--- config.mk ---
export PLATFORM = sky130hd
export DESIGN_NAME = grayscale_pipe_flat
export DESIGN_NICKNAME = d
export VERILOG_FILES = /design/src/rtl/grayscale_pipe_if.sv /design/src/rtl/grayscale_pipe.sv /design/src/flat_wrapper.sv
export SDC_FILE = /design/constraint.sdc
export NUM_CORES = 1
export LEC_CHECK = 0
export CAP_MARGIN = 20
export CORE_MARGIN = 5
export CORE_UTILIZATION = 26
export DETAILED_ROUTE_END_ITERATION = 10
export GPL_TIMING_DRIVEN = 0
export MAX_ROUTING_LAYER = met4
export SLEW_MARGIN = 30
export SYNTH_ARGS = -nofsm -noshare
export SYNTH_HDL_FRONTEND = slang
export SYNTH_SLANG_ARGS = --single-unit
--- constraint.sdc ---
create_clock -name I_CLK -period 11.7 [get_ports I_CLK]
set_input_delay 3.51 -clock I_CLK [delete_from_list [all_inputs] [get_ports I_CLK]]
set_output_delay 3.51 -clock I_CLK [all_outputs]
set_load 0.02 [all_outputs]
--- src/rtl/grayscale_pipe_if.sv ---
// grayscale_pipe_if: pixel stream bundle between the pixel input stage, grayscale_pipe and the edge filters
// Signals:
//    I_ENABLE, I_MODE, I_PIXEL, I_LAST, I_VALID / O_READY : input pixel stream and intake gate
//    O_PIXEL, O_VALID / I_READY                          : luma output stream, {Y,Y,Y}
//    O_COUNT, O_DONE                                     : per-frame output count and frame-end pulse
// Modports: master = upstream/downstream side, slave = converter side.
interface grayscale_pipe_if #(
   parameter int P_CHANNEL_DEPTH = 8,
   parameter int P_COUNT_WIDTH   = 20
);
   logic                         I_ENABLE;
   logic [1:0]                   I_MODE;
   logic [3*P_CHANNEL_DEPTH-1:0] I_PIXEL;
   logic                         I_LAST;
   logic                         I_VALID;
   logic                         O_READY;
   logic [3*P_CHANNEL_DEPTH-1:0] O_PIXEL;
   logic                         O_VALID;
   logic                         I_READY;
   logic [P_COUNT_WIDTH-1:0]     O_COUNT;
   logic                         O_DONE;
   modport master (
      output I_ENABLE, I_MODE, I_PIXEL, I_LAST, I_VALID, I_READY,
      input  O_READY, O_PIXEL, O_VALID, O_COUNT, O_DONE
   );
   modport slave (
      input  I_ENABLE, I_MODE, I_PIXEL, I_LAST, I_VALID, I_READY,
      output O_READY, O_PIXEL, O_VALID, O_COUNT, O_DONE
   );
endinterface

--- src/rtl/grayscale_pipe.sv ---
// grayscale_pipe: 3-stage RGB-to-luma converter with per-pixel mode, valid/ready flow control and frame counting
// Ports:
//    I_CLK   : clock, rising edge
//    I_RESET : asynchronous active-high reset
//    bus     : slave side of grayscale_pipe_if (input stream, luma output stream, O_COUNT/O_DONE status)
// Stages: S1 per-channel products (or max), S2 product sum, S3 round/saturate/replicate.
module grayscale_pipe #(
   parameter int P_CHANNEL_DEPTH = 8,
   parameter int P_COUNT_WIDTH   = 20
) (
   input logic             I_CLK,
   input logic             I_RESET,
   grayscale_pipe_if.slave bus
);
   localparam int C = P_CHANNEL_DEPTH;
   localparam logic [1:0] MODE_601 = 2'b00;
   localparam logic [1:0] MODE_709 = 2'b01;
   localparam logic [1:0] MODE_AVG = 2'b10;
   localparam logic [1:0] MODE_MAX = 2'b11;

   logic             advance, in_xfer, out_xfer;
   logic [C-1:0]     r, g, b, rgb_max, y_sat;
   logic [7:0]       k_r, k_g, k_b;
   logic [C+1:0]     y_round;

   logic             s1_valid_d, s1_valid_q, s1_last_d, s1_last_q, s1_is_max_d, s1_is_max_q;
   logic [C+7:0]     s1_pr_d, s1_pr_q, s1_pg_d, s1_pg_q, s1_pb_d, s1_pb_q;
   logic [C-1:0]     s1_max_d, s1_max_q;
   logic             s2_valid_d, s2_valid_q, s2_last_d, s2_last_q, s2_is_max_d, s2_is_max_q;
   logic [C+9:0]     s2_sum_d, s2_sum_q;
   logic [C-1:0]     s2_max_d, s2_max_q;
   logic             s3_valid_d, s3_valid_q, s3_last_d, s3_last_q;
   logic [C-1:0]     s3_y_d, s3_y_q;
   logic [P_COUNT_WIDTH-1:0] count_d, count_q;
   logic             done_d, done_q;

   // Whole pipeline moves as one; a bubble in S3 never blocks it.
   assign advance     = !s3_valid_q || bus.I_READY;
   assign bus.O_READY = bus.I_ENABLE && advance && !I_RESET;
   assign in_xfer     = bus.I_VALID && bus.O_READY;
   assign out_xfer    = s3_valid_q && bus.I_READY;

   assign r = bus.I_PIXEL[3*C-1:2*C];
   assign g = bus.I_PIXEL[2*C-1:C];
   assign b = bus.I_PIXEL[C-1:0];

   always_comb begin
      k_r     = bus.I_MODE == MODE_601 ? 8'd77  : bus.I_MODE == MODE_709 ? 8'd54  : bus.I_MODE == MODE_AVG ? 8'd85 : 8'd0;
      k_g     = bus.I_MODE == MODE_601 ? 8'd150 : bus.I_MODE == MODE_709 ? 8'd183 : bus.I_MODE == MODE_AVG ? 8'd86 : 8'd0;
      k_b     = bus.I_MODE == MODE_601 ? 8'd29  : bus.I_MODE == MODE_709 ? 8'd19  : bus.I_MODE == MODE_AVG ? 8'd85 : 8'd0;
      rgb_max = (r > g) ? ((r > b) ? r : b) : ((g > b) ? g : b);
      // Rounding add then >>8 keeps C+2 bits; anything above C bits saturates.
      y_round = (C+2)'((s2_sum_q + (C+10)'(128)) >> 8);
      y_sat   = |y_round[C+1:C] ? {C{1'b1}} : y_round[C-1:0];
   end

   always_comb begin
      s1_valid_d  = advance ? in_xfer : s1_valid_q;
      s1_last_d   = advance ? bus.I_LAST : s1_last_q;
      s1_is_max_d = advance ? bus.I_MODE == MODE_MAX : s1_is_max_q;
      s1_pr_d     = advance ? (C+8)'(r) * (C+8)'(k_r) : s1_pr_q;
      s1_pg_d     = advance ? (C+8)'(g) * (C+8)'(k_g) : s1_pg_q;
      s1_pb_d     = advance ? (C+8)'(b) * (C+8)'(k_b) : s1_pb_q;
      s1_max_d    = advance ? rgb_max : s1_max_q;
      s2_valid_d  = advance ? s1_valid_q : s2_valid_q;
      s2_last_d   = advance ? s1_last_q : s2_last_q;
      s2_is_max_d = advance ? s1_is_max_q : s2_is_max_q;
      s2_sum_d    = advance ? (C+10)'(s1_pr_q) + (C+10)'(s1_pg_q) + (C+10)'(s1_pb_q) : s2_sum_q;
      s2_max_d    = advance ? s1_max_q : s2_max_q;
      s3_valid_d  = advance ? s2_valid_q : s3_valid_q;
      s3_last_d   = advance ? s2_last_q : s3_last_q;
      s3_y_d      = advance ? (s2_is_max_q ? s2_max_q : y_sat) : s3_y_q;
      count_d     = out_xfer ? (s3_last_q ? '0 : count_q + 1'b1) : count_q;
      done_d      = out_xfer && s3_last_q;
   end

   always_ff @(posedge I_CLK or posedge I_RESET) begin
      if (I_RESET) begin
         s1_valid_q  <= 1'b0;
         s1_last_q   <= 1'b0;
         s1_is_max_q <= 1'b0;
         s1_pr_q     <= '0;
         s1_pg_q     <= '0;
         s1_pb_q     <= '0;
         s1_max_q    <= '0;
         s2_valid_q  <= 1'b0;
         s2_last_q   <= 1'b0;
         s2_is_max_q <= 1'b0;
         s2_sum_q    <= '0;
         s2_max_q    <= '0;
         s3_valid_q  <= 1'b0;
         s3_last_q   <= 1'b0;
         s3_y_q      <= '0;
         count_q     <= '0;
         done_q      <= 1'b0;
      end else begin
         s1_valid_q  <= s1_valid_d;
         s1_last_q   <= s1_last_d;
         s1_is_max_q <= s1_is_max_d;
         s1_pr_q     <= s1_pr_d;
         s1_pg_q     <= s1_pg_d;
         s1_pb_q     <= s1_pb_d;
         s1_max_q    <= s1_max_d;
         s2_valid_q  <= s2_valid_d;
         s2_last_q   <= s2_last_d;
         s2_is_max_q <= s2_is_max_d;
         s2_sum_q    <= s2_sum_d;
         s2_max_q    <= s2_max_d;
         s3_valid_q  <= s3_valid_d;
         s3_last_q   <= s3_last_d;
         s3_y_q      <= s3_y_d;
         count_q     <= count_d;
         done_q      <= done_d;
      end
   end

   assign bus.O_PIXEL = {3{s3_y_q}};
   assign bus.O_VALID = s3_valid_q;
   assign bus.O_COUNT = count_q;
   assign bus.O_DONE  = done_q;
endmodule

--- src/flat_wrapper.sv ---
// flat-port wrapper written by rule: the top's interface ports become plain ports
module grayscale_pipe_flat 
#(
   parameter int P_CHANNEL_DEPTH = 8,
   parameter int P_COUNT_WIDTH   = 20
)
  (I_CLK, I_RESET, bus_I_ENABLE, bus_I_MODE, bus_I_PIXEL, bus_I_LAST, bus_I_VALID, bus_I_READY, bus_O_READY, bus_O_PIXEL, bus_O_VALID, bus_O_COUNT, bus_O_DONE);
  grayscale_pipe_if #(.P_CHANNEL_DEPTH(P_CHANNEL_DEPTH), .P_COUNT_WIDTH(P_COUNT_WIDTH)) bus_i ();
  input logic I_CLK;
  input logic I_RESET;
  input wire logic [$bits(bus_i.I_ENABLE)-1:0] bus_I_ENABLE;
  input wire logic [$bits(bus_i.I_MODE)-1:0] bus_I_MODE;
  input wire logic [$bits(bus_i.I_PIXEL)-1:0] bus_I_PIXEL;
  input wire logic [$bits(bus_i.I_LAST)-1:0] bus_I_LAST;
  input wire logic [$bits(bus_i.I_VALID)-1:0] bus_I_VALID;
  input wire logic [$bits(bus_i.I_READY)-1:0] bus_I_READY;
  output wire logic [$bits(bus_i.O_READY)-1:0] bus_O_READY;
  output wire logic [$bits(bus_i.O_PIXEL)-1:0] bus_O_PIXEL;
  output wire logic [$bits(bus_i.O_VALID)-1:0] bus_O_VALID;
  output wire logic [$bits(bus_i.O_COUNT)-1:0] bus_O_COUNT;
  output wire logic [$bits(bus_i.O_DONE)-1:0] bus_O_DONE;
  assign bus_i.I_ENABLE = bus_I_ENABLE;
  assign bus_i.I_MODE = bus_I_MODE;
  assign bus_i.I_PIXEL = bus_I_PIXEL;
  assign bus_i.I_LAST = bus_I_LAST;
  assign bus_i.I_VALID = bus_I_VALID;
  assign bus_i.I_READY = bus_I_READY;
  assign bus_O_READY = bus_i.O_READY;
  assign bus_O_PIXEL = bus_i.O_PIXEL;
  assign bus_O_VALID = bus_i.O_VALID;
  assign bus_O_COUNT = bus_i.O_COUNT;
  assign bus_O_DONE = bus_i.O_DONE;
  grayscale_pipe #(.P_CHANNEL_DEPTH(P_CHANNEL_DEPTH), .P_COUNT_WIDTH(P_COUNT_WIDTH)) u_core (.I_CLK(I_CLK), .I_RESET(I_RESET), .bus(bus_i));
endmodule
# ---- Word level (Yosys, flattened, before mapping)
# Cells that the tools add are included.
dict set report word_totals {
  regBits 119
  in_bits 32
  output_inout_bits 47
  elab_cells 54
}
dict set report classes {
  addsub 4
  multipliers 3
  n_lt_le_gt_ge 3
  eq_ne 3
  mux 14
  n_reduce_logical 10
}
# op count
set ops {}
lappend ops {{2-to-1 mux 8 bit} 11}
lappend ops {{multiplier 8 x 8 -> 16 bit} 3}
lappend ops {{greater-than comparator 8 bit} 3}
lappend ops {{adder 20 x 1 -> 20 bit, second input constant} 1}
lappend ops {{2-to-1 mux 20 bit} 1}
lappend ops {{adder 18 x 16 -> 18 bit} 1}
lappend ops {{adder 18 x 8 -> 18 bit, second input constant} 1}
lappend ops {{adder 16 x 16 -> 17 bit} 1}
lappend ops {{2-to-1 mux 7 bit} 2}
lappend ops {{logical AND 1 bit} 5}
lappend ops {{== test 2 bit, second input constant} 2}
lappend ops {{== test 2 x 1 -> 1 bit, second input constant} 1}
lappend ops {{logical NOT 1 bit} 2}
lappend ops {{logical NOT 2 bit} 1}
lappend ops {{OR reduction 2 bit} 1}
lappend ops {{logical OR 1 bit} 1}

# ---- Logic depth before layout (Yosys ltp)
dict set report logic_depth {
  ltp_word 5
  mapped_depth 21
  ltp_nobuf 20
}

# ---- Worst setup path before layout
# Ideal clock, no wire load.
dict set report synth_path {
  path_type {input to output}
  start {input I_RESET}
  end {output bus_O_READY}
  arrival_ns 6.403
  slack_ns 1.787
  stages 2
  path_buffers 0
  cell_sequence {inv_1 -> and3_1}
}
dict set report synth_via {
  elab_chain_len 2
}
# element line
set synth_rtl {}
lappend synth_rtl {{start: declaration} flat_wrapper.sv:10} ;# input logic I_RESET;
lappend synth_rtl {{logical NOT 1 bit} grayscale_pipe.sv:39} ;# assign bus.O_READY = bus.I_ENABLE && advance && !I_RESET;
lappend synth_rtl {{logical AND 1 bit} grayscale_pipe.sv:39}
lappend synth_rtl {{end: declaration} flat_wrapper.sv:17} ;# output wire logic [$bits(bus_i.O_READY)-1:0] bus_O_READY;
# No other way between the ends.

# ---- Worst setup path in the final report
dict set report layout_path {
  start {input bus_I_MODE[0]}
  end {register u_core.s1_pg_q[14]}
}
dict set report layout_via {
  elab_chain_len 5
  elab_cells_between_ends 7
  cone_classes {mul (1); eq/ne (2); mux (3); reduce/logical (1)}
}
# element line
set layout_rtl {}
lappend layout_rtl {{start: declaration} flat_wrapper.sv:12} ;# input wire logic [$bits(bus_i.I_MODE)-1:0] bus_I_MODE;
lappend layout_rtl {{== test 2 bit} grayscale_pipe.sv:49} ;# k_g = bus.I_MODE == MODE_601 ? 8'd150 : bus.I_MODE == MODE_709 ? 8'd183 : bus.I_MODE == MODE_AVG ? 8'd86 : 8'd ...
lappend layout_rtl {{2-to-1 mux 7 bit} grayscale_pipe.sv:49}
lappend layout_rtl {{2-to-1 mux 8 bit} grayscale_pipe.sv:49}
lappend layout_rtl {{2-to-1 mux 8 bit (*)} grayscale_pipe.sv:49}
lappend layout_rtl {{multiplier 8 x 8 -> 16 bit (*)} grayscale_pipe.sv:62} ;# s1_pg_d = advance ? (C+8)'(g) * (C+8)'(k_g) : s1_pg_q;
lappend layout_rtl {{end signal: assignment} grayscale_pipe.sv:101} ;# s1_pg_q <= s1_pg_d;
lappend layout_rtl {{end: declaration} grayscale_pipe.sv:27} ;# logic [C+7:0] s1_pr_d, s1_pr_q, s1_pg_d, s1_pg_q, s1_pb_d, s1_pb_q;
# Mark *: on every way between the ends. The rest lies on a longest branch, timed or not.
# A chain may end at the register's enable or synchronous reset.

==> out/metrics.cfg <==
[run_status]
status = finished, final reports clean

[pwr]
finalPower_mw = 2.65
power.density_nw_per_um2 = 197
p_leak_nw = 6.74
vdd_ir_drop_max_uv = 128

[hold_path]
hold_path.class = register to register
hp-start = u_core.s2_valid_q
whs_endpoint = u_core.bus.O_VALID
min_path_cells = 1

[logic_synthesis]
yosys.area.top_type = dfrtp_1
synth_ff_type = dfrtp_1
muxShareOfSynthArea_pct = 0.0969
syn-num-nets = 1632
syn_area_per_cell_sq_um = 8.67
synth.area.top_cells = dfrtp_1 (24%), ha_1 (19%), fa_1 (14%)
synth_edf_count = 0
synth_compound_area_share_pct = 12.0
synth_warnings = 0
yosys.area_share.simple_pct = 16.9
yosysUniqueCellTypes = 49
synth_xor_xnor_area_share_pct = 4.90
synth_top_family_by_area = adder cells
synthAdderAreaFrac_pct = 33.3
syn_inst = 1340
ys_ff_latch = 112
synth_seq_area_share_pct = 24.1
synthesis.area_sq_um = 11600
yosysTopAreaCellShare_pct = 24.1
async_flop_share_pct = 100

[setup_path]
cp_common_cell = inv_1
cp_slowest_cell = a2111oi_0
rrSetupSlack_ps = 7390
worstSetupPathType = input port to register
cpPeakStageDelay_ps = 820
critPathArrivalTime_ps = 10010
r2r-end = u_core.s2_sum_q[15]
cp_max_fo = 10
cp-start-kind = input port
cp_data_required_time_ps = 11920
rr_worst_depth = 15
crit_chain = clkdlybuf4s50_1 > ha_1 > clkbuf_1 > clkbuf_1 > nor2_1 > ha_1 > inv_1 > fa_1 > inv_1 > fa_1 > inv_1 > fa_1 > inv_1 > ha_1 > o21a_1 > nor2_1 > a21oi_1 > a2111oi_0 > a21oi_1 > xnor2_1 > a21oi_1
endpoint_kind = register
r2r_start = u_core.s1_pg_q[0]

[floorplanning]
ios = 79
fp.dieH_um = 221
die_w_um = 221
initial_core_util_pct = 26.3
coreArea_sq_um = 44200
dieArea_sq_um = 49000
row_count = 77

[global_route]
grt-ovfl-total = 0
grt_pass1_vias = 9139
grt_use_total_pct = 12.8
grt_max_degree = 78
grt_antenna_before_repair = 0
grt_pass1_wl_mm = 49.6

[timing]
layout_min_cycle_time_ps = 9790
fin_crit_sh_pct = 83.6
drv_slew = 0
setup_slack_ps = 1910
max_freq_mhz = 102
finalSetupViolCount = 0
rsz0062_at_grt = no
tightest_slew_ps = 924
maxSlewHeadroom_pct = 36.8
clock_skew_ps = 8.07
hold_viol_final = 0

[cts]
cts_made_buffers = 9
clk_pin_slew_ps = 80
clock_sinks = 112
clk_latency_ps = 360
cts-root-buf = clkbuf_16
cts_buffer_depth = 2
holdBufCountCts = 0
h-tree-depth = 3
postCtsSetupBuffers = 0
cts_resized = 0
cts_tree = yes

[final_layout]
antenna_cells = 0
final_core_util_pct = 30.5
layout_common_cells = inv_1 (205), ha_1 (178), nand2_1 (151)
nFillCells = 4677
mostFrequentLayoutCell = inv_1
syn2layout_area_growth_pct = 15.9
fin_nets = 1722
drive_gt1_share_pct = 2.79

[route]
vias = 9112
antenna_left = 0
first_iter_violations = 650
detail_route.vias_per_cell = 4.50
wire_per_inst_um = 15.0
drt-total-wl_mm = 30.4
drtPass1Iterations = 6
post-route-drc-count = 0

[placement]
pre_cts_slack_ps = 1690
io_buffers = 78
hpwl_mm = 25.4
gp_congestion = 0.914

[run]
drv_cap = 0

cell usage after synthesis, types with 3 or more instances:
library cell / n
and2_1: 55
xor2_1: 32
nor2b_1: 24
fa_1: 82
dfrtp_1: 112
clkbuf_1: 28
xnor2_1: 33
or3_1: 5
ha_1: 178
nor3_1: 13
o21ai_0: 54
nor2_1: 103
o31ai_1: 19
a211oi_1: 7
a21oi_1: 71
and3_1: 14
a21o_1: 18
buf_4: 16
inv_1: 206
nand3_1: 23
nand2_1: 151
a31oi_1: 4
o22ai_1: 17
o21bai_1: 6
nand2b_1: 18
nand4_1: 7
o21a_1: 13
or2_2: 3
cells by family (layout without fill, tap and decap cells):
kind of cell,count (synthesis),in the layout
and+or+nand+nor,421,421
xor gates and xnor gates,65,65
DFF,112,112
AOI/OAI and AO/OA,228,228
buffers and inverters,253,348
adders and majority gates,260,260
muxes,1,1
area by class of cell:
type	count	area (sq um)	share of cell area [%]
multi-input cells	975	7800	58.0
flip-flops and latches	112	2800	20.8
repair buffers	79	808	6.00
inverters	207	785	5.83
well taps	592	741	5.50
clock buffers	10	239	1.77
plain buffers	46	234	1.74
clock inverters	6	52.6	0.390
critical path, delay by kind of cell:
family / cells / cell delay, ps
fa+ha+maj: 6 / 2560
buf+inv: 7 / 1830
compound gates: 5 / 1400
xor+xnor: 1 / 410
simple gates: 2 / 270
metrics by stage:
step / hold slack [ps] / instance area, sq um / TNS (ps) / std cells
2_1_floorplan: 430 / 11600 / 0 / 1340
3_3_place_gp: 442 / 13100 / -299 / 2010
3_5_place_dp: 447 / 13200 / 0 / 2011
4_1_cts: 464 / 13500 / 0 / 2027
5_1_grt: 485 / 13500 / 0 / 2027
6_report: 464 / 13500 / 0 / 2027
sequential cells by signal, indices dropped and copies added (netlist names):
name and count:
u_core.s2_is_max_q 1, u_core.s2_max_q 8, u_core.s1_max_q 8, u_core.s2_sum_q 11, u_core.s1_pg_q 16, u_core.s3_y_q 8, u_core.s1_is_max_q 1, u_core.bus.O_DONE 1
u_core.s1_last_q 1, u_core.s2_valid_q 1, u_core.s1_pb_q 16, u_core.s3_last_q 1, u_core.s2_last_q 1, u_core.bus.O_COUNT 20, u_core.s1_valid_q 1, u_core.bus.O_VALID 1
u_core.s1_pr_q 16
layer usage:
metal | share of wire, % | up-vias | track usage, %
met5 | 0 | - | -
met4 | 2.3 | 0 | 3.02
met3 | 5.1 | 35 | 2.27
met2 | 43 | 254 | 19.1
met1 | 50 | 4271 | 18.1
li1 | - | 4552 | -
worst max path at each step:
stage | start | end | slack (ps)
finish | bus_I_MODE[0] | u_core.s1_pg_q[14] | 1910
global route | bus_I_MODE[0] | u_core.s1_pg_q[14] | 1440
CTS | bus_I_MODE[0] | u_core.s1_pg_q[14] | 2070
global placement | I_RESET | bus_O_READY | -300
floorplan | I_RESET | bus_O_READY | 1790
detailed placement | bus_I_MODE[0] | u_core.s1_pg_q[14] | 1690
report_power, final:
group          leakage (nW)  switching (mW)  total, mW  internal [mW]
registers              1.39           0.102      0.617          0.514
clock network         0.137           0.151      0.304          0.153
logic                  5.22           0.939       1.73          0.790
total                  6.74            1.19       2.65           1.46
(Power assumes the default switching activity.)
